## src/rtl/mem_bus_arbiter.sv

```systemverilog
// Two-master, one-slave arbiter for the PicoRV32 native memory bus.
// Round-robin or fixed-priority grant, grant held per transfer, bus-timeout watchdog.
module mem_bus_arbiter #(
  parameter int          PRIORITY_MODE  = 0,
  parameter int          TIMEOUT_CYCLES = 256,
  parameter int          TMO_W          = 16,
  parameter logic [31:0] ERR_RDATA      = 32'hDEAD_BEEF
) (
  input  logic        clk,
  input  logic        reset,
  input  logic        m0_valid,
  input  logic        m0_instr,
  input  logic [31:0] m0_addr,
  input  logic [31:0] m0_wdata,
  input  logic [3:0]  m0_wstrb,
  output logic        m0_ready,
  output logic [31:0] m0_rdata,
  input  logic        m1_valid,
  input  logic        m1_instr,
  input  logic [31:0] m1_addr,
  input  logic [31:0] m1_wdata,
  input  logic [3:0]  m1_wstrb,
  output logic        m1_ready,
  output logic [31:0] m1_rdata,
  output logic        s_valid,
  output logic        s_instr,
  output logic [31:0] s_addr,
  output logic [31:0] s_wdata,
  output logic [3:0]  s_wstrb,
  input  logic        s_ready,
  input  logic [31:0] s_rdata,
  output logic [1:0]  grant,
  output logic        timeout_err,
  input  logic        err_clr,
  output logic        dbg_state
);

  // Handshake: a master request is valid/ready; a transfer completes in the
  // cycle where the granted master's ready is high (from s_ready or timeout).

  typedef enum logic {IDLE = 1'b0, BUSY = 1'b1} state_t;

  localparam logic [TMO_W-1:0] TMO_LIMIT = TMO_W'(TIMEOUT_CYCLES);
  localparam bit               TMO_EN    = (TIMEOUT_CYCLES != 0);

  state_t           state_q, state_d;
  logic [1:0]       grant_q, grant_d;
  logic             rr_last_q, rr_last_d;
  logic [TMO_W-1:0] tmo_q, tmo_d;
  logic             timeout_err_q, timeout_err_d;

  logic        busy, sel_m1, gnt_valid, tmo_hit, done_ok, done_tmo;
  logic        resp_ready;
  logic [31:0] resp_rdata;

  always_comb begin
    // Reset gates the datapath so an aborted transfer never sees a ready.
    busy       = (state_q == BUSY) && !reset;
    sel_m1     = grant_q[1];
    gnt_valid  = sel_m1 ? m1_valid : m0_valid;
    tmo_hit    = TMO_EN && (tmo_q == TMO_LIMIT);
    done_ok    = busy && gnt_valid && s_ready;
    done_tmo   = busy && gnt_valid && tmo_hit && !s_ready;
    resp_ready = done_ok || done_tmo;
    resp_rdata = done_tmo ? ERR_RDATA : s_rdata;

    s_valid  = busy && gnt_valid && !tmo_hit;
    s_instr  = busy && (sel_m1 ? m1_instr : m0_instr);
    s_addr   = busy ? (sel_m1 ? m1_addr  : m0_addr)  : 32'h0;
    s_wdata  = busy ? (sel_m1 ? m1_wdata : m0_wdata) : 32'h0;
    s_wstrb  = busy ? (sel_m1 ? m1_wstrb : m0_wstrb) : 4'h0;

    m0_ready = resp_ready && grant_q[0];
    m1_ready = resp_ready && grant_q[1];
    m0_rdata = (busy && grant_q[0]) ? resp_rdata : 32'h0;
    m1_rdata = (busy && grant_q[1]) ? resp_rdata : 32'h0;

    grant       = grant_q;
    timeout_err = timeout_err_q;
    dbg_state   = (state_q == BUSY);
  end

  always_comb begin
    state_d       = state_q;
    grant_d       = grant_q;
    rr_last_d     = rr_last_q;
    tmo_d         = tmo_q;
    timeout_err_d = timeout_err_q;
    if (err_clr) timeout_err_d = 1'b0;
    if (done_tmo) timeout_err_d = 1'b1;

    case (state_q)
      IDLE: begin
        if (m0_valid || m1_valid) begin
          state_d = BUSY;
          tmo_d   = '0;
          // rr_last holds the index of the last master served.
          if (m0_valid && m1_valid)
            grant_d = ((PRIORITY_MODE == 1) || rr_last_q) ? 2'b01 : 2'b10;
          else
            grant_d = m1_valid ? 2'b10 : 2'b01;
        end
      end
      BUSY: begin
        if (resp_ready) begin
          state_d   = IDLE;
          grant_d   = 2'b00;
          rr_last_d = sel_m1;
        end else if (!gnt_valid) begin
          state_d = IDLE;
          grant_d = 2'b00;
        end else if (!s_ready) begin
          tmo_d = tmo_q + TMO_W'(1);
        end
      end
      default: begin
        state_d = IDLE;
        grant_d = 2'b00;
      end
    endcase
  end

  always_ff @(posedge clk) begin
    if (reset) begin
      state_q       <= IDLE;
      grant_q       <= 2'b00;
      rr_last_q     <= 1'b1;
      tmo_q         <= '0;
      timeout_err_q <= 1'b0;
    end else begin
      state_q       <= state_d;
      grant_q       <= grant_d;
      rr_last_q     <= rr_last_d;
      tmo_q         <= tmo_d;
      timeout_err_q <= timeout_err_d;
    end
  end

endmodule

```

## config.mk

```make
export PLATFORM = sky130hd
export DESIGN_NAME = mem_bus_arbiter
export DESIGN_NICKNAME = d
export VERILOG_FILES = /design/src/rtl/mem_bus_arbiter.sv
export SDC_FILE = /design/constraint.sdc
export NUM_CORES = 1
export LEC_CHECK = 0
export ABC_AREA = 1
export BUFFER_PORTS_ARGS = -buffer_cell sky130_fd_sc_hd__buf_2
export CAP_MARGIN = 40
export CORE_AREA = 8 8 115 117
export CTS_CLUSTER_SIZE = 16
export DETAILED_ROUTE_END_ITERATION = 8
export DIE_AREA = 0 0 123 125
export GPL_TIMING_DRIVEN = 0
export SLEW_MARGIN = 20
export SYNTH_ARGS = -nofsm -noshare
export SYNTH_HDL_FRONTEND = slang
export SYNTH_SLANG_ARGS = --single-unit
export TNS_END_PERCENT = 20
```

## constraint.sdc

```tcl
create_clock -name clk -period 2.88 [get_ports clk]
set_input_delay 0.288 -clock clk [delete_from_list [all_inputs] [get_ports clk]]
set_output_delay 0.288 -clock clk [all_outputs]
set_load 0.02 [all_outputs]
```

==> impl_metrics.csv, run 1 <==
group,metric,value,unit
finish,drive_above_1_share,38.3,%
place,place_hpwl,14.6,mm
drt,antenna_left,0,
yosys,synth_area,2790,um^2
die,die_x,123,um
power,leakage,2.89,nW
die,die_area,15400,um^2
cts,cts_hold_buf,0,
die,io_pins,316,
cts,cts_buffer_depth,2,
cts,cts.repair.resized,0,
worst_setup_path,cp_max_fo,10,
cts,cts_sinks,21,
drt,drtIter0Drc,339,
yosys,yosys_warnings,0,
die,coreArea,11600,um^2
timing,period_needed,2.50,ns
place,port-buffer-count,314,
timing,maxSlewViolCount,0,
min_path,hold_path.class,"input pin to flip-flop",
global_routing,grt_max_degree,13,
timing,grt_setup_unrepaired,"no",
yosys,avgSynthCellArea,4.98,um^2
drt,dr_total_vias,4658,
global_routing,grt-ovfl-total,0,
global_routing,grt_pass1_vias,4156,
global_routing,grtUsageMet2,34.7,%
worst_setup_path,arrival,2.22,ns
outcome,status,"finished clean",
finish,fill_cells,1344,
die,die_h,125,um
worst_setup_path,path_class,"flip-flop to primary output",
yosys,netlist_instances,561,
global_routing,grtUsageMet3,3.42,%
finish,area_growth,65.8,%
worst_setup_path,slowest_stage,"dfxtp_1",
drt,wl,17.2,mm
worst_setup_path,crit_path_end_kind,"primary output",
yosys,ys_seq_area_share,15.1,%
worst_setup_path,worstPathRequired,2.59,ns
cts,htreeDepth,1,
timing,hold_viol_final,0,
global_routing,grt_use_total,20.4,%
timing,fmax,399,MHz
worst_setup_path,start_kind,"flip-flop",
worst_setup_path,cp.buffers_inverters,5,
yosys,synth_seq_cells,21,
global_routing,top_usage_layer,"met2",
power,p_per_area,245,nW/um^2
timing,timing.final.crit_share,86.9,%
yosys,yosys.area.top_type,"nand2_1",
place,globalplace.congestion,0.909,
timing,finalClockSkew,0.00358,ns
flow_run,drv_cap,0,
cts,numCtsBuffers,3,
timing,worst_pin_slew,0.517,ns
global_routing,grt_use_met1,26.0,%
drt,first_pass_iters,4,
place,dp_cells,1022,
cts,cts-root-buf,"clkbuf_16",
timing,setup_violations,0,
power,peakVddDrop,0.161,mV
die,rows,40,
yosys,yosysTopAreaCellShare,27.8,%
cts,path_clk_slew,0.06,ns
drt,viasPerCell,4.54,
cts,post_cts.repair.setup_buffers,0,
cts,cts_tree,"built",
drt,wire_per_inst,16.8,um
timing,relSlewSlack,65.5,%
yosys,synth.top_cells.by_area,"nand2_1 28%, a21oi_1 23%, dfxtp_1 15%",
cts,clock_latency,0.26,ns
global_routing,grt_antenna_before_repair,1,
worst_setup_path,path_cells,"inv_2 > nor2_4 > inv_2 > nor2_4 > nand3_2 > inv_1 > buf_2 > nor3_1 > buf_2",
timing,tns,0,ns
worst_setup_path,slowest_delay,0.50,ns
global_routing,grt_pass1_wl,24.9,mm
drt,drc,0,
finish,finalNonFillerCells,1027,
finish,nets,1058,
yosys,synth_fp_nets,739,
die,start_util,24.0,%
yosys,synth.distinct_cells,25,
worst_setup_path,critPathTopFamily,"buffers and inverters",
final timing paths:
| path | start | end | slack [ns] | cells after the start |
|---|---|---|---|---|
| max | dbg_state | m0_rdata[24] | 0.38 | 9 |
| min | err_clr | timeout_err | 0.23 | 2 |
| max reg2reg | grant[1] | tmo_q[12] | 1.10 | 9 |
| min reg2reg | timeout_err | timeout_err | 0.47 | 2 |
stage by stage:
step           setup slack, ns  power, mW  instance area (um^2)  util [%]  hold slack, ns
2_1_floorplan            0.831      0.592                  2790         -           0.399
3_3_place_gp             0.633      0.832                  4550      39.2           0.458
3_5_place_dp             0.644      0.832                  4550      39.2           0.472
4_1_cts                  0.355       1.14                  4630      39.8           0.230
5_1_grt                  0.165       1.20                  4630      39.9           0.235
6_report                 0.376       1.13                  4630      39.9           0.225
where the power goes:
group	internal, mW	leakage, nW	switching [mW]	total [mW]
clock network	0.187	0.0409	0.117	0.304
registers	0.300	0.170	0.0105	0.311
logic	0.196	2.68	0.322	0.518
total	0.683	2.89	0.449	1.13
layout by cell type, fill, tap and decap left out:
master | synthesis | layout
buf_2 | 5 | 319
nand2_1 | 207 | 207
a21oi_1 | 131 | 131
inv_1 | 69 | 69
nor2_1 | 29 | 29
clkbuf_1 | 26 | 26
dfxtp_1 | 21 | 21
nor3_1 | 20 | 20
nand4_1 | 13 | 13
o21ai_0 | 10 | 10
nand3_1 | 6 | 6
buf_1 | 6 | 6
inv_2 | 3 | 3
clkbuf_16 | 0 | 3
nor2_4 | 2 | 2
buf_6 | 2 | 2
ha_1 | 2 | 2
diode_2 | 0 | 1
o21ai_2 | 1 | 1
nand3_2 | 1 | 1
buf_4 | 1 | 1
nand2_4 | 1 | 1
nand3_4 | 1 | 1
nand2_2 | 1 | 1
o21bai_1 | 1 | 1
or2_2 | 1 | 1
o211ai_1 | 1 | 1
clkinv_2 | 0 | 1
state kept, by name, indices dropped and copies added (netlist names):
name / cells
dbg_state: 1
grant: 2
tmo_q: 16
rr_last_q: 1
timeout_err: 1
cells in the mapped netlist:
| master | number |
|---|---|
| nand2_2 | 1 |
| nand3_4 | 1 |
| buf_6 | 2 |
| nand2_1 | 207 |
| o21ai_2 | 1 |
| buf_4 | 1 |
| ha_1 | 2 |
| nand4_1 | 13 |
| clkbuf_1 | 26 |
| o21ai_0 | 10 |
| dfxtp_1 | 21 |
| a21oi_1 | 131 |
| inv_2 | 3 |
| buf_2 | 5 |
| inv_1 | 69 |
| nor2_4 | 2 |
| buf_1 | 6 |
| nand3_1 | 6 |
| nor2_1 | 29 |
| nor3_1 | 20 |
| nand3_2 | 1 |
| or2_2 | 1 |
| nand2_4 | 1 |
| o211ai_1 | 1 |
| o21bai_1 | 1 |
metal layers:
layer,part of all wire (%),wire length [um]
met5,0,0
met4,2.2,383
met3,7.7,1330
met2,49,8390
met1,41,7120
cell families after synthesis:
| family | after synthesis | share of synthesized area, % |
|---|---|---|
| AO/OA/AOI/OAI | 144 | 26.1 |
| adder cells (fa/ha/maj) | 2 | 0.896 |
| buffers and inverters | 112 | 16.0 |
| flip-flops | 21 | 15.1 |
| AND/OR/NAND/NOR | 282 | 42.0 |
layout make-up:
| class | count | area, um^2 | share of cell area (%) |
|---|---|---|---|
| multi-input cells | 428 | 1930 | 41.6 |
| flip-flops and latches | 21 | 420 | 9.08 |
| repair buffers | 314 | 1570 | 33.9 |
| clock inverters | 1 | 5.00 | 0.108 |
| diodes | 1 | 2.50 | 0.0541 |
| inverters | 72 | 270 | 5.84 |
| well taps | 147 | 184 | 3.97 |
| plain buffers | 40 | 175 | 3.78 |
| clock buffers | 3 | 75.1 | 1.62 |
Note: power is estimated with default switching activity, not from simulation.
==> inputs of run 2 (changes only) <==
--- a/config.mk
+++ b/config.mk
@@ -5,7 +5,7 @@
 export SDC_FILE = /design/constraint.sdc
 export NUM_CORES = 1
 export LEC_CHECK = 0
-export ABC_AREA = 1
+export ABC_AREA = 0
 export BUFFER_PORTS_ARGS = -buffer_cell sky130_fd_sc_hd__buf_2
 export CAP_MARGIN = 40
 export CORE_AREA = 8 8 115 117
==> constraint.sdc (replaced) <==
create_clock -name clk -period 2.3 [get_ports clk]
set_input_delay 0.23 -clock clk [delete_from_list [all_inputs] [get_ports clk]]
set_output_delay 0.23 -clock clk [all_outputs]
set_load 0.02 [all_outputs]
==> impl_metrics.csv, run 2 <==
group,metric,value,unit
cts,cts_buffer_depth,2,
finish,most-common-layout-cells,"278 x buf_2, 127 x nor2_1, 69 x mux2i_1",
yosys,synth_seq_cells,21,
worst_setup_path,path_common_cell,"buf_6",
power,leakage,2.57,nW
power,combPwrFrac,45.2,%
die,rows,40,
power,p_sw,0.493,mW
place,place_hpwl,13.3,mm
finish,largest_reg_flops,16,
finish,nets,917,
yosys,synth_ff_type,"dfxtp_1",
die,io_pins,316,
timing,relSlewSlack,66.5,%
cts,htreeDepth,1,
flow_run,drv_cap,0,
yosys,synth.distinct_cells,48,
worst_setup_path,path_class,"flip-flop to primary output",
die,die_x,123,um
finish,top_register,"tmo_q",
timing,fmax,437,MHz
power,peakVddDrop,0.246,mV
power,p_per_area,277,nW/um^2
finish,area_growth,81.7,%
drt,dr_total_vias,4169,
yosys,synth.top_cells.by_area,"mux2i_1 25%, nor2_1 21%, dfxtp_1 15%",
timing,period_needed,2.29,ns
worst_setup_path,crit_path_end_kind,"primary output",
power,swShare,35.7,%
die,start_util,23.6,%
drt,drc,1,
worst_setup_path,arrival,2.06,ns
drt,antenna_left,0,
cts,cts_hold_buf,0,
worst_setup_path,worstPathRequired,2.07,ns
yosys,async_flop_share,0,%
yosys,ys_seq_area_share,15.3,%
power,p_clk_share,27.6,%
power,p_int,0.888,mW
timing,maxSlewViolCount,0,
yosys,avgSynthCellArea,6.71,um^2
finish,final_common_cell,"buf_2",
global_routing,grt_antenna_before_repair,3,
finish,drive_above_1_share,53.4,%
worst_setup_path,slowest_delay,0.35,ns
die,die_area,15400,um^2
global_routing,grt_use_total,18.5,%
cts,cts-root-buf,"clkbuf_16",
yosys,netlist_instances,409,
drt,wl,15.7,mm
yosys,synth_edf_count,0,
timing,finalClockSkew,0.00550,ns
place,port-buffer-count,315,
global_routing,grt-ovfl-total,0,
yosys,yosysTopAreaCellShare,25.2,%
min_path,hold_path.class,"input pin to flip-flop",
worst_setup_path,cp_max_fo,5,
drt,viasPerCell,4.71,
worst_setup_path,path_cells,"inv_4 > ha_4 > nor4b_4 > nand4_1 > buf_6 > nor3_4 > buf_6 > buf_6 > nor2_2 > nor2_1 > buf_4",
yosys,yosys.area.top_type,"mux2i_1",
cts,clock_latency,0.26,ns
cts,numCtsBuffers,3,
cts,cts_tree,"built",
drt,first_pass_iters,7,
yosys,synth_common_cells,"151 x nor2_1, 69 x mux2i_1, 21 x dfxtp_1, 19 x a21oi_1, 18 x nand2_1",
drt,drtIter0Drc,163,
drt,wire_per_inst,17.7,um
yosys,synth_area,2740,um^2
timing,grt_setup_unrepaired,"yes",
timing,worst_pin_slew,0.502,ns
die,coreArea,11600,um^2
global_routing,grt_max_degree,15,
outcome,status,"complete, but fails checks",
global_routing,grt_pass1_wl,22.5,mm
outcome,violations,"design-rule violations",
yosys,synth.most_common_cell,"nor2_1",
die,die_h,125,um
finish,final_cell_area,4990,um^2
worst_setup_path,cp.buffers_inverters,5,
global_routing,grt_pass1_vias,3961,
power,p_seq_share,27.3,%
place,place_area,4500,um^2
yosys,yosys_warnings,0,
worst_setup_path,slowest_stage,"dfxtp_4",
power,total_power,1.38,mW
cts,cts_sinks,21,
timing,hold_viol_final,0,
cts,path_clk_slew,0.06,ns
worst_setup_path,start_kind,"flip-flop",
yosys,synth_fp_nets,587,
timing,timing.final.crit_share,99.5,%
timing,setup_violations,0,
place,globalplace.congestion,0.876,
worst_setup_path,critPathTopFamily,"simple AND/OR/NAND/NOR gates",
==> run 2: cell count changes after synthesis, sizes merged, moves of 69 or more <==
cell and change:
nand2 -191, nor2 +120, a21oi -112, mux2i +70, inv -69
==> run 2: metrics by stage <==
| stage | cells | setup TNS [ns] | hold slack (ns) | utilization [%] | setup WS, ns |
|---|---|---|---|---|---|
| after floorplan | 409 | 0 | 0.334 | - | 0.234 |
| final | 886 | 0 | 0.221 | 42.9 | 0.0116 |
| after global routing | 886 | -1.71 | 0.247 | 42.9 | -0.0716 |
| after detailed placement | 871 | -4.75 | 0.443 | 38.8 | -0.193 |
| after global placement | 871 | -1.93 | 0.431 | 38.8 | -0.132 |
| after CTS | 882 | 0 | 0.226 | 40.8 | 0.00335 |
==> run 2: cell type report <==
class | count | area [um^2]
Fill cell | 1237 | 6630
Multi-Input combinational cell | 355 | 2290
Timing Repair Buffer | 326 | 1820
Sequential cell | 21 | 427
Tap cell | 147 | 184
Buffer | 29 | 165
Clock buffer | 4 | 78.8
Inverter | 3 | 13.8
Antenna cell | 1 | 2.50
==> run 2: final timing paths <==
| check | startpoint | end | slack, ns | cells after the start |
|---|---|---|---|---|
| worst max-delay path | tmo_q[0] | m1_rdata[2] | 0.01 | 11 |
| worst min-delay path | err_clr | timeout_err | 0.22 | 4 |
| worst max register to register | tmo_q[0] | tmo_q[8] | 0.41 | 7 |
| worst min register to register | timeout_err | timeout_err | 0.45 | 2 |
==> run 2: repair_timing <==
| item | CTS | global route |
|---|---|---|
| endpoints found under the hold margin | 0 | 0 |
| cloned | 2 | 0 |
| setup buffers | 6 | 3 |
| pin swaps | 5 | 19 |
| resized for setup | 38 | 82 |
| setup endpoints to repair | 81 | 66 |
==> run 2: worst register-to-register path, stage by stage, from the launching register on <==
cell     delay [ns]
dfxtp_4        0.36
buf_4          0.13
ha_1           0.19
nand3_1        0.18
nor2_1         0.31
nand2_1        0.12
or4_1          0.41
a21oi_1        0.14
==> run 2: logic make-up (layout without fill, tap and decap cells) <==
kind of cell,after synthesis,count (layout),share of synthesized area (%)
and+or+nand+nor,228,228,37.8
muxes,70,70,26.0
AOI/OAI and AO/OA,55,55,14.3
buffers and inverters,33,362,5.61
DFF,21,21,15.3
adders and majority gates,2,2,0.912
other,0,1,0
==> run 2: metal layers <==
layer / vias up / part of all wire [%] / track usage (%)
met3: 16 / 12 / 6.93
met5: - / 0.15 / 0
met1: 1840 / 36 / 19.2
li1: 2086 / - / -
met4: 4 / 1.2 / 2.91
met2: 223 / 51 / 34.5
==> run 2: power groups by stage <==
stage	logic, mW	clock network [mW]	registers, mW
floorplan	0.311	0	0.389
global placement	0.587	0	0.386
detailed placement	0.592	0	0.387
CTS	0.608	0.382	0.377
global route	0.676	0.408	0.378
finish	0.623	0.380	0.377
==> inputs of run 3 (changes only) <==
--- a/config.mk
+++ b/config.mk
@@ -8,7 +8,7 @@
 export ABC_AREA = 0
 export BUFFER_PORTS_ARGS = -buffer_cell sky130_fd_sc_hd__buf_2
 export CAP_MARGIN = 40
-export CORE_AREA = 8 8 115 117
+export CORE_AREA = 3 3 120 122
 export CTS_CLUSTER_SIZE = 16
 export DETAILED_ROUTE_END_ITERATION = 8
 export DIE_AREA = 0 0 123 125
==> impl_metrics.csv, run 3 (synthesis results as in run 2) <==
group,metric,value,unit
outcome,status,"finished clean",
drt,antenna_left,0,
drt,wire_per_inst,16.7,um
global_routing,grt_use_total,17.9,%
timing,worst_pin_slew,0.511,ns
die,rows,42,
power,p_int,0.890,mW
finish,nets,916,
power,p_sw,0.510,mW
drt,wl,15.2,mm
worst_setup_path,arrival,2.05,ns
worst_setup_path,cp_max_fo,6,
cts,cts_tree,"built",
global_routing,grt_pass1_vias,4070,
cts,cts_hold_buf,0,
finish,top_register,"tmo_q",
timing,fin_ws,0.0178,ns
place,globalplace.congestion,0.863,
cts,cts_sinks,21,
timing,tns,0,ns
global_routing,grt-ovfl-total,0,
worst_setup_path,crit_path_end_kind,"primary output",
global_routing,grt_max_degree,12,
die,coreArea,13300,um^2
power,peakVddDrop,0.226,mV
cts,cts-root-buf,"clkbuf_16",
die,die_area,15400,um^2
cts,clock_latency,0.26,ns
power,leakage,2.56,nW
die,start_util,20.6,%
timing,setup_violations,0,
drt,drc,0,
finish,drive_above_1_share,53.5,%
power,p_clk_share,27.8,%
finish,most-common-layout-cells,"276 x buf_2, 127 x nor2_1, 67 x mux2i_1",
power,swShare,36.4,%
drt,drtIter0Drc,189,
worst_setup_path,start_kind,"flip-flop",
die,die_x,123,um
power,combPwrFrac,45.2,%
power,total_power,1.40,mW
power,p_per_area,279,nW/um^2
timing,relSlewSlack,66.0,%
cts,numCtsBuffers,3,
timing,grt_setup_unrepaired,"yes",
cts,htreeDepth,1,
power,p_seq_share,27.0,%
place,port-buffer-count,315,
finish,area_growth,83.2,%
global_routing,grt_pass1_wl,22.0,mm
timing,period_needed,2.28,ns
min_path,hold_path.class,"input pin to flip-flop",
finish,largest_reg_flops,16,
drt,first_pass_iters,4,
cts,cts_buffer_depth,2,
place,pre_cts_ws,-0.221,ns
worst_setup_path,path_class,"flip-flop to primary output",
place,place_hpwl,12.6,mm
global_routing,grt_antenna_before_repair,2,
worst_setup_path,worstPathRequired,2.07,ns
finish,final_common_cell,"buf_2",
cts,path_clk_slew,0.06,ns
timing,fmax,438,MHz
die,io_pins,316,
die,die_h,125,um
timing,whs,0.209,ns
flow_run,drv_cap,0,
drt,viasPerCell,4.63,
timing,timing.final.crit_share,99.2,%
timing,hold_viol_final,0,
drt,dr_total_vias,4233,
timing,maxSlewViolCount,0,
timing,finalClockSkew,0.00351,ns
==> run 3: final timing paths <==
| check | start | to | slack (ns) | depth (start not counted) |
|---|---|---|---|---|
| max | tmo_q[1] | m0_rdata[28] | 0.02 | 10 |
| min | err_clr | timeout_err | 0.21 | 4 |
| max reg2reg | tmo_q[1] | tmo_q[14] | 0.25 | 9 |
| min reg2reg | timeout_err | timeout_err | 0.44 | 2 |
==> run 3: power groups by stage <==
stage                     Clock, mW  Sequential [mW]  Combinational, mW
after floorplan                   0            0.389              0.311
after global placement            0            0.387              0.595
after detailed placement          0            0.387              0.598
after CTS                     0.390            0.378              0.611
after global routing          0.404            0.379              0.697
final                         0.389            0.378              0.633
==> run 3: stage by stage <==
stage	area [um^2]	cells	utilization (%)
after floorplan	2740	409	-
after global placement	4540	900	34.2
after detailed placement	4540	900	34.2
after CTS	4750	910	35.7
after global routing	5030	914	37.8
final	5030	914	37.8
==> run 3: metal layers <==
metal	GRT usage (%)	wire length, um	vias to the layer above
met3	5.78	1790	17
met2	31.6	7280	235
met1	21.5	5980	1893
li1	-	-	2088
met4	2.48	172	0
met5	0	0	-
==> run 3: repair_timing <==
| action | CTS | global route |
|---|---|---|
| cloned | 1 | 1 |
| setup buffers | 5 | 2 |
| endpoints found under the setup margin | 134 | 70 |
| resized for setup | 33 | 85 |
| pin swaps | 3 | 27 |
==> run 3: final cells by class <==
class	instances	area (um^2)
Fill cell	1462	8270
Clock buffer	4	78.8
Antenna cell	1	2.50
Timing Repair Buffer	324	1800
Tap cell	176	220
Multi-Input combinational cell	355	2310
Inverter	3	16.3
Sequential cell	21	428
Buffer	30	179
==> run 3: critical path: stages, from the launching register on <==
cell	delay, ns
dfxtp_4	0.36
inv_4	0.06
ha_4	0.12
nor4b_4	0.19
nand4_1	0.24
nor3_4	0.18
buf_6	0.18
clkbuf_16	0.16
nor2_2	0.04
nor2_1	0.10
buf_4	0.16
